<file path="config.mk">
export PLATFORM = sky130hd
export DESIGN_NAME = multicycle_control_fsm
export DESIGN_NICKNAME = d
export VERILOG_FILES = /design/src/rtl/multicycle_control_fsm.sv
export SDC_FILE = /design/constraint.sdc
export NUM_CORES = 1
export LEC_CHECK = 0
export BUFFER_PORTS_ARGS = -buffer_cell sky130_fd_sc_hd__buf_4
export CORE_UTILIZATION = 48
export CTS_CLUSTER_DIAMETER = 150
export DETAILED_ROUTE_END_ITERATION = 16
export GPL_TIMING_DRIVEN = 0
export MAX_ROUTING_LAYER = met4
export PLACE_DENSITY = 0.76
export SYNTH_ARGS = -nofsm -noshare
export SYNTH_HDL_FRONTEND = slang
export SYNTH_SLANG_ARGS = --single-unit
</file>
<file path="constraint.sdc">
create_clock -name clk -period 2.25 [get_ports clk]
set_input_delay 0.5625 -clock clk [delete_from_list [all_inputs] [get_ports clk]]
set_output_delay 0.5625 -clock clk [all_outputs]
set_load 0.01 [all_outputs]
</file>
<file path="src/rtl/multicycle_control_fsm.sv">
// Multi-cycle RV32I control sequencer: FETCH/DECODE/EXECUTE/MEM/WRITEBACK with
// memory-timeout and illegal-opcode traps plus a retired-instruction counter.
module multicycle_control_fsm #(
  parameter int unsigned MEM_TIMEOUT = 255,
  parameter int unsigned CNT_W       = 32
) (
  input  logic             clk,
  input  logic             rst_n,
  input  logic [6:0]       opcode,
  input  logic             branch_taken,
  input  logic             imem_ready,
  input  logic             dmem_ready,
  input  logic             trap_clr,
  output logic             imem_req,
  output logic             instr_en,
  output logic             pc_write,
  output logic [1:0]       pc_src,
  output logic             dmem_req,
  output logic             dmem_we,
  output logic             reg_write,
  output logic [1:0]       wb_sel,
  output logic             trap,
  output logic [1:0]       trap_cause,
  output logic [2:0]       state,
  output logic [CNT_W-1:0] instret
);

  localparam logic [2:0] S_FETCH   = 3'd0;
  localparam logic [2:0] S_DECODE  = 3'd1;
  localparam logic [2:0] S_EXECUTE = 3'd2;
  localparam logic [2:0] S_MEM     = 3'd3;
  localparam logic [2:0] S_WB      = 3'd4;
  localparam logic [2:0] S_TRAP    = 3'd7;

  localparam logic [6:0] OP_LOAD   = 7'b0000011;
  localparam logic [6:0] OP_STORE  = 7'b0100011;
  localparam logic [6:0] OP_OP     = 7'b0110011;
  localparam logic [6:0] OP_IMM    = 7'b0010011;
  localparam logic [6:0] OP_BRANCH = 7'b1100011;
  localparam logic [6:0] OP_JAL    = 7'b1101111;
  localparam logic [6:0] OP_JALR   = 7'b1100111;
  localparam logic [6:0] OP_LUI    = 7'b0110111;
  localparam logic [6:0] OP_AUIPC  = 7'b0010111;

  localparam int unsigned     WAIT_W     = (MEM_TIMEOUT < 2) ? 1 : $clog2(MEM_TIMEOUT + 1);
  localparam logic [WAIT_W-1:0] WAIT_MAX = WAIT_W'(MEM_TIMEOUT);
  localparam bit              TIMEOUT_EN = (MEM_TIMEOUT != 0);

  logic [2:0]        state_q, state_d;
  logic [1:0]        cause_q, cause_d;
  logic [WAIT_W-1:0] wait_cnt;
  logic              retire;
  logic              legal;
  logic              timed_out;
  logic              waiting;

  assign state      = state_q;
  assign trap_cause = cause_q;

  always_comb begin
    case (opcode)
      OP_LOAD, OP_STORE, OP_OP, OP_IMM, OP_BRANCH,
      OP_JAL, OP_JALR, OP_LUI, OP_AUIPC: legal = 1'b1;
      default:                           legal = 1'b0;
    endcase
  end

  // Counter never passes WAIT_MAX: reaching it with ready low leaves the state.
  assign timed_out = TIMEOUT_EN && (wait_cnt == WAIT_MAX);
  assign waiting   = ((state_q == S_FETCH) && !imem_ready) ||
                     ((state_q == S_MEM)   && !dmem_ready);

  always_comb begin
    imem_req  = 1'b0;
    instr_en  = 1'b0;
    pc_write  = 1'b0;
    pc_src    = 2'b00;
    dmem_req  = 1'b0;
    dmem_we   = 1'b0;
    reg_write = 1'b0;
    wb_sel    = 2'b00;
    trap      = 1'b0;
    retire    = 1'b0;
    state_d   = state_q;
    cause_d   = cause_q;
    case (state_q)
      S_FETCH: begin
        imem_req = 1'b1;
        if (imem_ready) begin
          instr_en = 1'b1;
          state_d  = S_DECODE;
        end else if (timed_out) begin
          state_d = S_TRAP;
          cause_d = 2'b10;
        end
      end
      S_DECODE: begin
        if (legal) begin
          state_d = S_EXECUTE;
        end else begin
          state_d = S_TRAP;
          cause_d = 2'b01;
        end
      end
      S_EXECUTE: begin
        if (opcode == OP_BRANCH) begin
          pc_write = 1'b1;
          pc_src   = branch_taken ? 2'b01 : 2'b00;
          retire   = 1'b1;
          state_d  = S_FETCH;
        end else if ((opcode == OP_LOAD) || (opcode == OP_STORE)) begin
          state_d = S_MEM;
        end else begin
          state_d = S_WB;
        end
      end
      S_MEM: begin
        dmem_req = 1'b1;
        dmem_we  = (opcode == OP_STORE);
        if (dmem_ready) begin
          if (opcode == OP_STORE) begin
            pc_write = 1'b1;
            retire   = 1'b1;
            state_d  = S_FETCH;
          end else begin
            state_d = S_WB;
          end
        end else if (timed_out) begin
          state_d = S_TRAP;
          cause_d = 2'b11;
        end
      end
      S_WB: begin
        reg_write = 1'b1;
        pc_write  = 1'b1;
        retire    = 1'b1;
        state_d   = S_FETCH;
        if (opcode == OP_LOAD)                            wb_sel = 2'b01;
        else if ((opcode == OP_JAL) || (opcode == OP_JALR)) wb_sel = 2'b10;
        if (opcode == OP_JAL)       pc_src = 2'b01;
        else if (opcode == OP_JALR) pc_src = 2'b10;
      end
      S_TRAP: begin
        trap = 1'b1;
        if (trap_clr) begin
          state_d = S_FETCH;
          cause_d = 2'b00;
        end
      end
      default: begin
        state_d = S_TRAP;
        cause_d = 2'b01;
      end
    endcase
  end

  always_ff @(posedge clk) begin
    if (!rst_n) begin
      state_q  <= S_FETCH;
      cause_q  <= 2'b00;
      wait_cnt <= '0;
      instret  <= '0;
    end else begin
      state_q <= state_d;
      cause_q <= cause_d;
      if (retire) instret <= instret + CNT_W'(1);
      if (state_d != state_q)          wait_cnt <= '0;
      else if (waiting && TIMEOUT_EN)  wait_cnt <= wait_cnt + WAIT_W'(1);
    end
  end

endmodule

</file>
==> results of run 1 <==
## how the worst min path moves through the flow
stage	to	start	cells after the start
detailed placement	trap_cause[0]	trap_cause[0]	2
global route	state[2]	rst_n	2
finish	trap_cause[0]	trap_cause[0]	2
floorplan	trap_cause[0]	trap_cause[0]	2
global placement	trap_cause[0]	trap_cause[0]	2
CTS	state[2]	rst_n	2
## registers in the layout (all words and copies together) (netlist names)
register / cells
instret: 32
state: 3
trap_cause: 2
wait_cnt: 8
## final cells by class
class | count | area share (%)
buffer | 11 | 1.87
clock buffer | 7 | 2.63
inverter | 10 | 1.14
multi-input combinational | 225 | 48.1
sequential | 45 | 27.7
tap | 67 | 2.55
timing repair buffer | 69 | 16.0
## what timing repair did
action / CTS / global route
pin swaps: 7 / 6
cloned: 0 / 2
gates resized for setup: 17 / 14
endpoints found under the setup margin: 23 / 17
buffers inserted: 6 / 2
## layout by cell type (no fill, tap or decap), drive strengths merged, types with 11 or more instances in the layout
cell and count:
a21oi 15, buf 73, clkbuf 14, dfxtp 45
nand2 20, nand3 11, nor2 41, nor3 20
nor4 11, xnor2 23
## tightest hold or removal path: stages, from the launching register on
cell and delay [ps]:
dfxtp_1 320, o21ai_0 70, a21oi_1 60
## logic make-up (layout without fill, tap and decap cells)
logic type,after synthesis,after routing
and+or+nand+nor,146,146
adders and majority gates,2,2
buffers and inverters,22,97
muxes,3,3
AOI/OAI and AO/OA,40,41
DFF,45,45
xor gates and xnor gates,33,33
## per-layer routing
layer	GRT usage (%)	routed length (microns)	vias to the layer above
met5	-	0	-
met4	8.55	73	0
met3	3.57	255	7
met2	43.3	3410	68
met1	26.6	2720	1165
li1	-	-	1187
## synth_stat cells, types with 2 or more instances
| master | instances |
|---|---|
| dfxtp_1 | 45 |
| nor2_1 | 41 |
| xnor2_1 | 23 |
| nand2_1 | 20 |
| a21oi_1 | 15 |
| nor3_1 | 11 |
| nand3_1 | 10 |
| o21ai_0 | 10 |
| xor2_1 | 10 |
| inv_1 | 9 |
| nor3_2 | 9 |
| clkbuf_1 | 8 |
| nand4_1 | 8 |
| nor4_1 | 8 |
| or3_1 | 8 |
| and4_1 | 4 |
| and2_1 | 3 |
| and3_1 | 3 |
| nor2b_1 | 3 |
| a22o_1 | 2 |
| a32oi_1 | 2 |
| buf_2 | 2 |
| ha_1 | 2 |
| mux2i_1 | 2 |
| nand3b_1 | 2 |
| nor3b_1 | 2 |
| nor3b_2 | 2 |
| nor4_4 | 2 |
| o21a_1 | 2 |
## through the flow
stage / hold slack, ps / cells / power [uW] / util, % / TNS (ps)
2_1_floorplan: 494 / 291 / 1590 / - / 0
3_3_place_gp: 478 / 418 / 1920 / 62.3 / -4230
3_5_place_dp: 485 / 418 / 1930 / 62.3 / -5260
4_1_cts: 498 / 431 / 2530 / 66.1 / -94.1
5_1_grt: 501 / 434 / 2760 / 67.7 / -501
6_report: 488 / 434 / 2610 / 67.7 / -107
## power by group through the flow
stage	combinational [uW]	clock, uW	sequential (uW)
finish	1170	505	934
floorplan	635	0	950
CTS	1080	518	929
global placement	980	0	943
detailed placement	989	0	946
global route	1260	553	941
==> out/results.ini, run 1 <==
[status]
status=finished, violations left
failed_checks=setup timing

[drt]
drc=0
postRouteWirelength_microns=6450
wl_per_cell_microns=14.9
dr.pass1.iters=4
vias_per_cell=5.59
vias=2427
postRouteAntennaNets=0
drt_iter0_markers=116

[timing]
setup_slack_ps=-65.7
fmax_ghz=0.432
fin_crit_ps=2320
fin_crit_sh_pct=103
clock_skew_ps=3.63
rsz0062_at_grt=true
finalMaxSlewViolations=0
tightest_slew_ps=531
finalSetupViolCount=3
relSlewSlack_pct=64.3
hold_viol_final=0

[place]
dp_slack_ps=-330
dpl.hpwl_microns=4420
dpl_cell_area_sq_um=3020
place_congestion=0.931
port-buffer-count=60

[critical_path]
r2r_cells=8
cp_slowest_cell=or4_4
cp.required_ps=1690
reg2reg_slack_ps=60
crit_end=wb_sel[0]
critPathArrivalTime_ps=1750
crit_fanout=3
reg2reg_from=state[0]
crit_chain=buf_6 -> or4_4 -> or2_4 -> nor3_2 -> buf_4
worstReg2RegEnd=instret[29]
crit_start=opcode[6]
setup.worst_path.class=input pin to primary output
path_buf_inv=2
cp-end-kind=primary output
cp-start-kind=input pin
critPathMaxStageDelay_ps=560
crit_family=simple AND/OR/NAND/NOR gates
crit_cells=5

[clock_network]
postCtsHoldBufs=0
clkTransAtPathRegs_ps=80
clkLatencyLatePin_ps=290
cts.path.max_buffers=2
cts_buffers=5
cts_max_level=2
cts_tree=built
cts.sinks=45
ctsRootBufferMaster=clkbuf_8

[layout]
area_growth_pct=32.4
fin_area_sq_um=3280
drive_gt1_share_pct=32.4
seqCellArea_sq_um=910
fillers=392
multiInputGateArea_sq_um=1580
insertedDiodeCount=0
layout.nets=382

[pwr]
power_frac_comb_pct=44.8
pwr-share-clk_pct=19.4
power_density_nw_per_um2=794
switchingPower_uw=1020
p_int_uw=1590
leakagePower_uw=0.00124
switching_share_pct=39.1
vdd_ir_drop_max_v=0.000935
power_frac_seq_pct=35.8

[grt]
antenna_found_initial=0
grt_pass1_vias=2233
track_usage_pct=24.0
grt_pass1_wl_microns=9980
grt_max_degree=13
overflow=0

[yosys]
yosysTopAreaCell=dfxtp_1
synth_compound_area_share_pct=11.0
synthDistinctLibCells=52
syn_nets=306
seq_area_frac_synth_pct=36.3
synth_top_family_by_area=simple AND/OR/NAND/NOR gates
synthSimpleGateAreaFrac_pct=34.7
synth_seq_cells=45
syn_area_per_cell_sq_um=8.53
muxShareOfSynthArea_pct=1.41
ys_top_cells_by_area=dfxtp_1 36%, xnor2_1 8.1%, nor2_1 6.2%, nor3_2 3.6%, xor2_1 3.5%
yosys.area_share.adder_pct=1.01
ys_warn_count=0
post_synth_inst_count=291
synth_top_flop_cell=dfxtp_1
syn_area_sq_um=2480
synth_top_cell_area_share_pct=36.3
async_flop_share_pct=0
synth_xor_area_share_pct=11.6
synth-edff-count=0

[floorplanning]
die_w_microns=73.9
start_util_pct=51.2
die-area_sq_um=5460
num_io_pins=61
rows=25
core_sq_um=4850
die_h_microns=73.9

[min_path]
min_path_type=flop to flop

[job]
drv_cap=0

Note: power is estimated with default switching activity, not from simulation.
==> inputs of run 2 (changes only) <==
--- a/config.mk
+++ b/config.mk
@@ -5,8 +5,10 @@
 export SDC_FILE = /design/constraint.sdc
 export NUM_CORES = 1
 export LEC_CHECK = 0
+export ABC_AREA = 1
 export BUFFER_PORTS_ARGS = -buffer_cell sky130_fd_sc_hd__buf_4
-export CORE_UTILIZATION = 48
+export CAP_MARGIN = 20
+export CORE_UTILIZATION = 49
 export CTS_CLUSTER_DIAMETER = 150
 export DETAILED_ROUTE_END_ITERATION = 16
 export GPL_TIMING_DRIVEN = 0
==> run 2 against run 1 <==
Compared with the run above:
- clock skew grew 12 ps
- critical endpoint is now pc_src[0]
- sequential cell count is the same
- hold slack lost 43 ps
- non-clock buffer count shrank 8
- combinational power shrank 20%
- setup slack gained 210 ps
- final cell count grew 38%
- global-route usage grew 3.4 points
- the run now ends clean
- core utilization shrank 3.6 points
- critical path depth shrank 1
- clock power grew 27%
==> out/results.ini, run 2 <==
[floorplanning]
die-area_sq_um=6060
num_io_pins=61
rows=27
die_w_microns=77.8
die_h_microns=77.8
core_sq_um=5510
start_util_pct=51.1

[clock_network]
clkTransAtPathRegs_ps=80
cts.path.max_buffers=2
postCtsHoldBufs=0
cts.sinks=45
cts_tree=built
clkLatencyLatePin_ps=310
ctsRootBufferMaster=clkbuf_8
cts_max_level=2
cts_buffers=5

[layout]
regMostFlops=instret
seqCellArea_sq_um=908
multiInputGateArea_sq_um=1690
insertedDiodeCount=0
mostFrequentLayoutCells=134 x nand2_1, 72 x nor2_1, 66 x buf_4
drive_gt1_share_pct=19.0
final_common_cell=nand2_1
fin_area_sq_um=3530
final_cells=598
fillers=523
layout.nets=540
largest_register_ffs=32
area_growth_pct=25.5

[yosys]
synth_commonest_cells=134 x nand2_1, 74 x nor2_1, 48 x inv_1, 45 x dfxtp_1, 34 x a21oi_1
synth_xor_area_share_pct=6.53
post_synth_inst_count=453
ys_warn_count=0
syn_area_per_cell_sq_um=6.22
synthDistinctLibCells=32
synthSimpleGateAreaFrac_pct=42.4
yosys.area_share.adder_pct=0.888
synth_top_cell_area_share_pct=32.0
yosysTopAreaCell=dfxtp_1
seq_area_frac_synth_pct=32.0
ys_top_cells_by_area=dfxtp_1 32%, nand2_1 18%, nor2_1 9.9%, inv_1 6.4%, a21oi_1 6.0%
synth_most_common_cell=nand2_1
synth_compound_area_share_pct=9.33
synth_top_family_by_area=simple AND/OR/NAND/NOR gates
synth_top_flop_cell=dfxtp_1
muxShareOfSynthArea_pct=0
syn_nets=468
synth_seq_cells=45
async_flop_share_pct=0
synth-edff-count=0
syn_area_sq_um=2820

[timing]
clock_skew_ps=15.3
rsz0062_at_grt=false
relSlewSlack_pct=58.5
fin_hold_ws_ps=444
finalMaxSlewViolations=0
fmax_ghz=0.475
tns_ps=0
fin_crit_ps=2110
tightest_slew_ps=623
fin_crit_sh_pct=93.6
finalSetupViolCount=0
hold_viol_final=0

[drt]
postRouteWirelength_microns=7850
dr.pass1.iters=6
vias_per_cell=5.27
vias=3154
wl_per_cell_microns=13.1
drc=0
postRouteAntennaNets=0
drt_iter0_markers=240

[critical_path]
cp-start-kind=flop
crit_fanout=7
cp-end-kind=primary output
cp.required_ps=1690
critPathArrivalTime_ps=1540
setup.worst_path.class=flop to primary output

[grt]
grt_pass1_vias=2849
overflow=0
track_usage_pct=27.4
grt_pass1_wl_microns=13000
grt_max_degree=16
antenna_found_initial=0

[pwr]
p_int_uw=1560
power_frac_comb_pct=37.2
switchingPower_uw=949
power_density_nw_per_um2=711
leakagePower_uw=0.00143
switching_share_pct=37.8
power_frac_seq_pct=37.4
pwr-share-clk_pct=25.4
vdd_ir_drop_max_v=0.000786

[status]
status=finished, final reports clean

[place]
port-buffer-count=60
dpl.hpwl_microns=5940
place_congestion=0.931
placed_cells=585
dpl_cell_area_sq_um=3360

[min_path]
min_path_type=flop to flop

[job]
drv_cap=0

run 2: cell types whose count changed after synthesis, moves of 8 or more:
| cell | delta |
|---|---|
| nor3_2 | -8 |
| or3_1 | -8 |
| nand3_1 | +11 |
| nand2_1 | +114 |
| nor3_1 | +11 |
| inv_1 | +39 |
| nor2_1 | +33 |
| a21oi_1 | +19 |
| xnor2_1 | -16 |
run 2: timing repair:
action                     in CTS  in global routing
gates resized for setup         5                  4
hold endpoints to repair        0                  0
buffers inserted                1                  5
cloned                          0                  0
setup endpoints to repair       1                  2
run 2: cell families after synthesis:
logic type	after synthesis
fa+ha+maj	2
xor+xnor	21
buf+inv	59
flops	45
simple gates	274
compound gates	52
run 2: cell type report:
| cell class | instances | share of cell area (%) |
|---|---|---|
| clock inverters | 3 | 1.31 |
| inverters | 52 | 5.52 |
| repair buffers | 66 | 14.0 |
| flip-flops and latches | 45 | 25.7 |
| well taps | 72 | 2.55 |
| multi-input cells | 349 | 47.7 |
| clock buffers | 5 | 1.95 |
| plain buffers | 6 | 1.24 |
run 2: metal layers:
metal  wire length [microns]  track usage, %
met5                       0               -
met4                      97            6.60
met3                     490            4.24
met2                    3780            47.3
met1                    3490            33.4
run 2: metrics by stage:
step	setup slack, ps	util (%)	power, uW
after floorplan	310	-	1510
after global placement	-95.5	61.0	1790
after detailed placement	-107	61.0	1810
after CTS	54.2	63.4	2460
after global routing	18.6	64.2	2660
final	143	64.2	2510
run 2: worst paths after layout:
check	end	cells after the start	slack, ps	start
setup / recovery	pc_src[0]	4	140	state[1]
hold / removal	trap_cause[1]	2	440	trap_cause[1]
setup reg to reg	instret[11]	10	280	state[2]
hold reg to reg	trap_cause[1]	2	440	trap_cause[1]
run 2: worst max-delay path: stages, from the launching register on:
cell	delay (ps)
dfxtp_4	370
nor2_1	200
nand2_1	240
o22ai_1	270
buf_4	160
run 2: power by group through the flow:
stage / clock (uW) / combinational (uW) / sequential [uW]
2_1_floorplan: 0 / 561 / 952
3_3_place_gp: 0 / 850 / 944
4_1_cts: 644 / 877 / 939
5_1_grt: 675 / 1030 / 951
6_report: 639 / 935 / 939
3_5_place_dp: 0 / 863 / 947
==> inputs of run 3 (changes only) <==
==> constraint.sdc (replaced) <==
create_clock -name clk -period 2.25 [get_ports clk]
set_input_delay 0.45 -clock clk [delete_from_list [all_inputs] [get_ports clk]]
set_output_delay 0.45 -clock clk [all_outputs]
set_load 0.01 [all_outputs]
==> run 3 against run 2 <==
Compared with the run above:
- hold slack worse by 13 ps
- clock skew fell by 2.7 ps
- combinational power hardly changed
- highest routed layer unchanged
- clock power down 0.9%
- clock-buffer cell count is the same
- global-route usage down 0.33 points
- via count down 0.32%
- register-to-register slack improved by 120 ps
- critical path depth grew 4
- core utilization barely moved
- critical path type unchanged
- cell area is essentially flat
==> out/results.ini, run 3 (same netlist as run 2, synthesis figures left out) <==
[status]
status=finished, final reports clean

[floorplanning]
die_h_microns=77.8
rows=27
core_sq_um=5510
start_util_pct=51.1
die_w_microns=77.8
die-area_sq_um=6060
num_io_pins=61

[clock_network]
ctsRootBufferMaster=clkbuf_8
cts_max_level=2
cts.path.max_buffers=2
clkTransAtPathRegs_ps=90
clkLatencyLatePin_ps=300
cts_buffers=5
cts.sinks=45
cts_tree=built

[critical_path]
reg2reg_from=state[2]
cp-end-kind=primary output
cp-start-kind=flop
crit_fanout=10
path_buf_inv=3
cp.required_ps=1800
cp_slowest_cell=dfxtp_4
critPathArrivalTime_ps=1660
critPathMaxStageDelay_ps=400
cp_common_cell=nor2_2
setup.worst_path.class=flop to primary output
r2r_cells=10
reg2reg_slack_ps=400
worstReg2RegEnd=instret[11]
crit_family=simple AND/OR/NAND/NOR gates
crit_chain=nand2_2 -> nor2_2 -> inv_2 -> nor2_2 -> nand3b_1 -> nand3_4 -> buf_6 -> buf_4

[layout]
final_common_cell=nand2_1
mostFrequentLayoutCells=134 x nand2_1, 73 x nor2_1, 66 x buf_4
largest_register_ffs=32
drive_gt1_share_pct=18.8
regMostFlops=instret
area_growth_pct=25.4
layout.nets=541
final_cells=599
fillers=519
multiInputGateArea_sq_um=1670
seqCellArea_sq_um=908
insertedDiodeCount=0

[pwr]
power_density_nw_per_um2=710
leakagePower_uw=0.00144
power_uw=2510
vdd_ir_drop_max_v=0.000775

[timing]
fin_crit_sh_pct=93.9
relSlewSlack_pct=60.2
clock_skew_ps=12.6
tightest_slew_ps=597
fmax_ghz=0.473
hold_viol_final=0
setup_slack_ps=136
fin_crit_ps=2110
finalMaxSlewViolations=0
finalSetupViolCount=0

[grt]
grt_max_degree=16
antenna_found_initial=0
track_usage_pct=27.1
grt_pass1_vias=2826
grt_pass1_wl_microns=12900
overflow=0

[min_path]
min_path_type=input pin to flop
whs_endpoint=instret[0]
hold_start=rst_n
worstHoldPathCells=3

[drt]
drt_iter0_markers=251
dr.pass1.iters=5
vias_per_cell=5.25
vias=3144
postRouteWirelength_microns=7770
wl_per_cell_microns=13.0
postRouteAntennaNets=0
drc=0

[place]
dpl.hpwl_microns=5940
port-buffer-count=60
place_congestion=0.931
placed_cells=585
dp_slack_ps=118

[job]
drv_cap=0

==> run 3: how the worst max path moves through the flow <==
| stage | to | cells past startpoint | startpoint | slack, ps |
|---|---|---|---|---|
| after detailed placement | pc_write | 8 | opcode[2] | 120 |
| after global routing | pc_write | 8 | state[1] | -4 |
| after CTS | pc_write | 7 | state[2] | 7 |
| after floorplan | pc_write | 7 | state[0] | 490 |
| final | pc_write | 8 | state[0] | 140 |
| after global placement | pc_write | 8 | opcode[2] | 130 |
==> run 3: per-layer routing <==
layer | part of all wire [%] | GRT usage, % | up-vias
li1 | - | - | 1586
met3 | 5.7 | 4.24 | 14
met5 | 0 | - | -
met2 | 48 | 46.2 | 113
met1 | 45 | 33.4 | 1431
met4 | 1.2 | 6.42 | 0
==> run 3: timing repair <==
item / in CTS / in global routing
setup endpoints to repair: 1 / 1
hold buffers: 0 / 0
setup buffers: 0 / 6
endpoints found under the hold margin: 0 / 0
resized for setup: 2 / 4
pin swaps: 0 / 0
==> run 3: worst reg2reg max path: cells and delay by family, from the launching register on <==
family | cells | cell delay (ps)
buf+inv | 4 | 680
simple gates | 5 | 510
flops | 1 | 430
compound gates | 1 | 160
==> run 3: layout make-up <==
type	instances	area share (%)
Sequential cell	45	25.7
Tap cell	72	2.55
Buffer	7	1.56
Timing Repair Buffer	66	14.0
Multi-Input combinational cell	349	47.4
Inverter	52	5.53
Clock inverter	3	1.31
Clock buffer	5	1.95
==> run 3: power breakdown <==
part,leakage (uW),internal [uW],switching (uW),total (uW)
registers,0.000365,862,76.5,938
logic,0.00102,374,562,936
clock network,0.0000543,333,300,633
total,0.00144,1570,939,2510
==> run 3: metrics by stage <==
step / hold slack [ps] / util [%] / setup TNS [ps] / cell area (sq um)
after floorplan: 467 / - / 0 / 2820
after global placement: 434 / 61.0 / 0 / 3360
after detailed placement: 435 / 61.0 / 0 / 3360
after CTS: 430 / 63.1 / 0 / 3470
after global routing: 450 / 64.1 / -4.01 / 3530
final: 432 / 64.1 / 0 / 3530
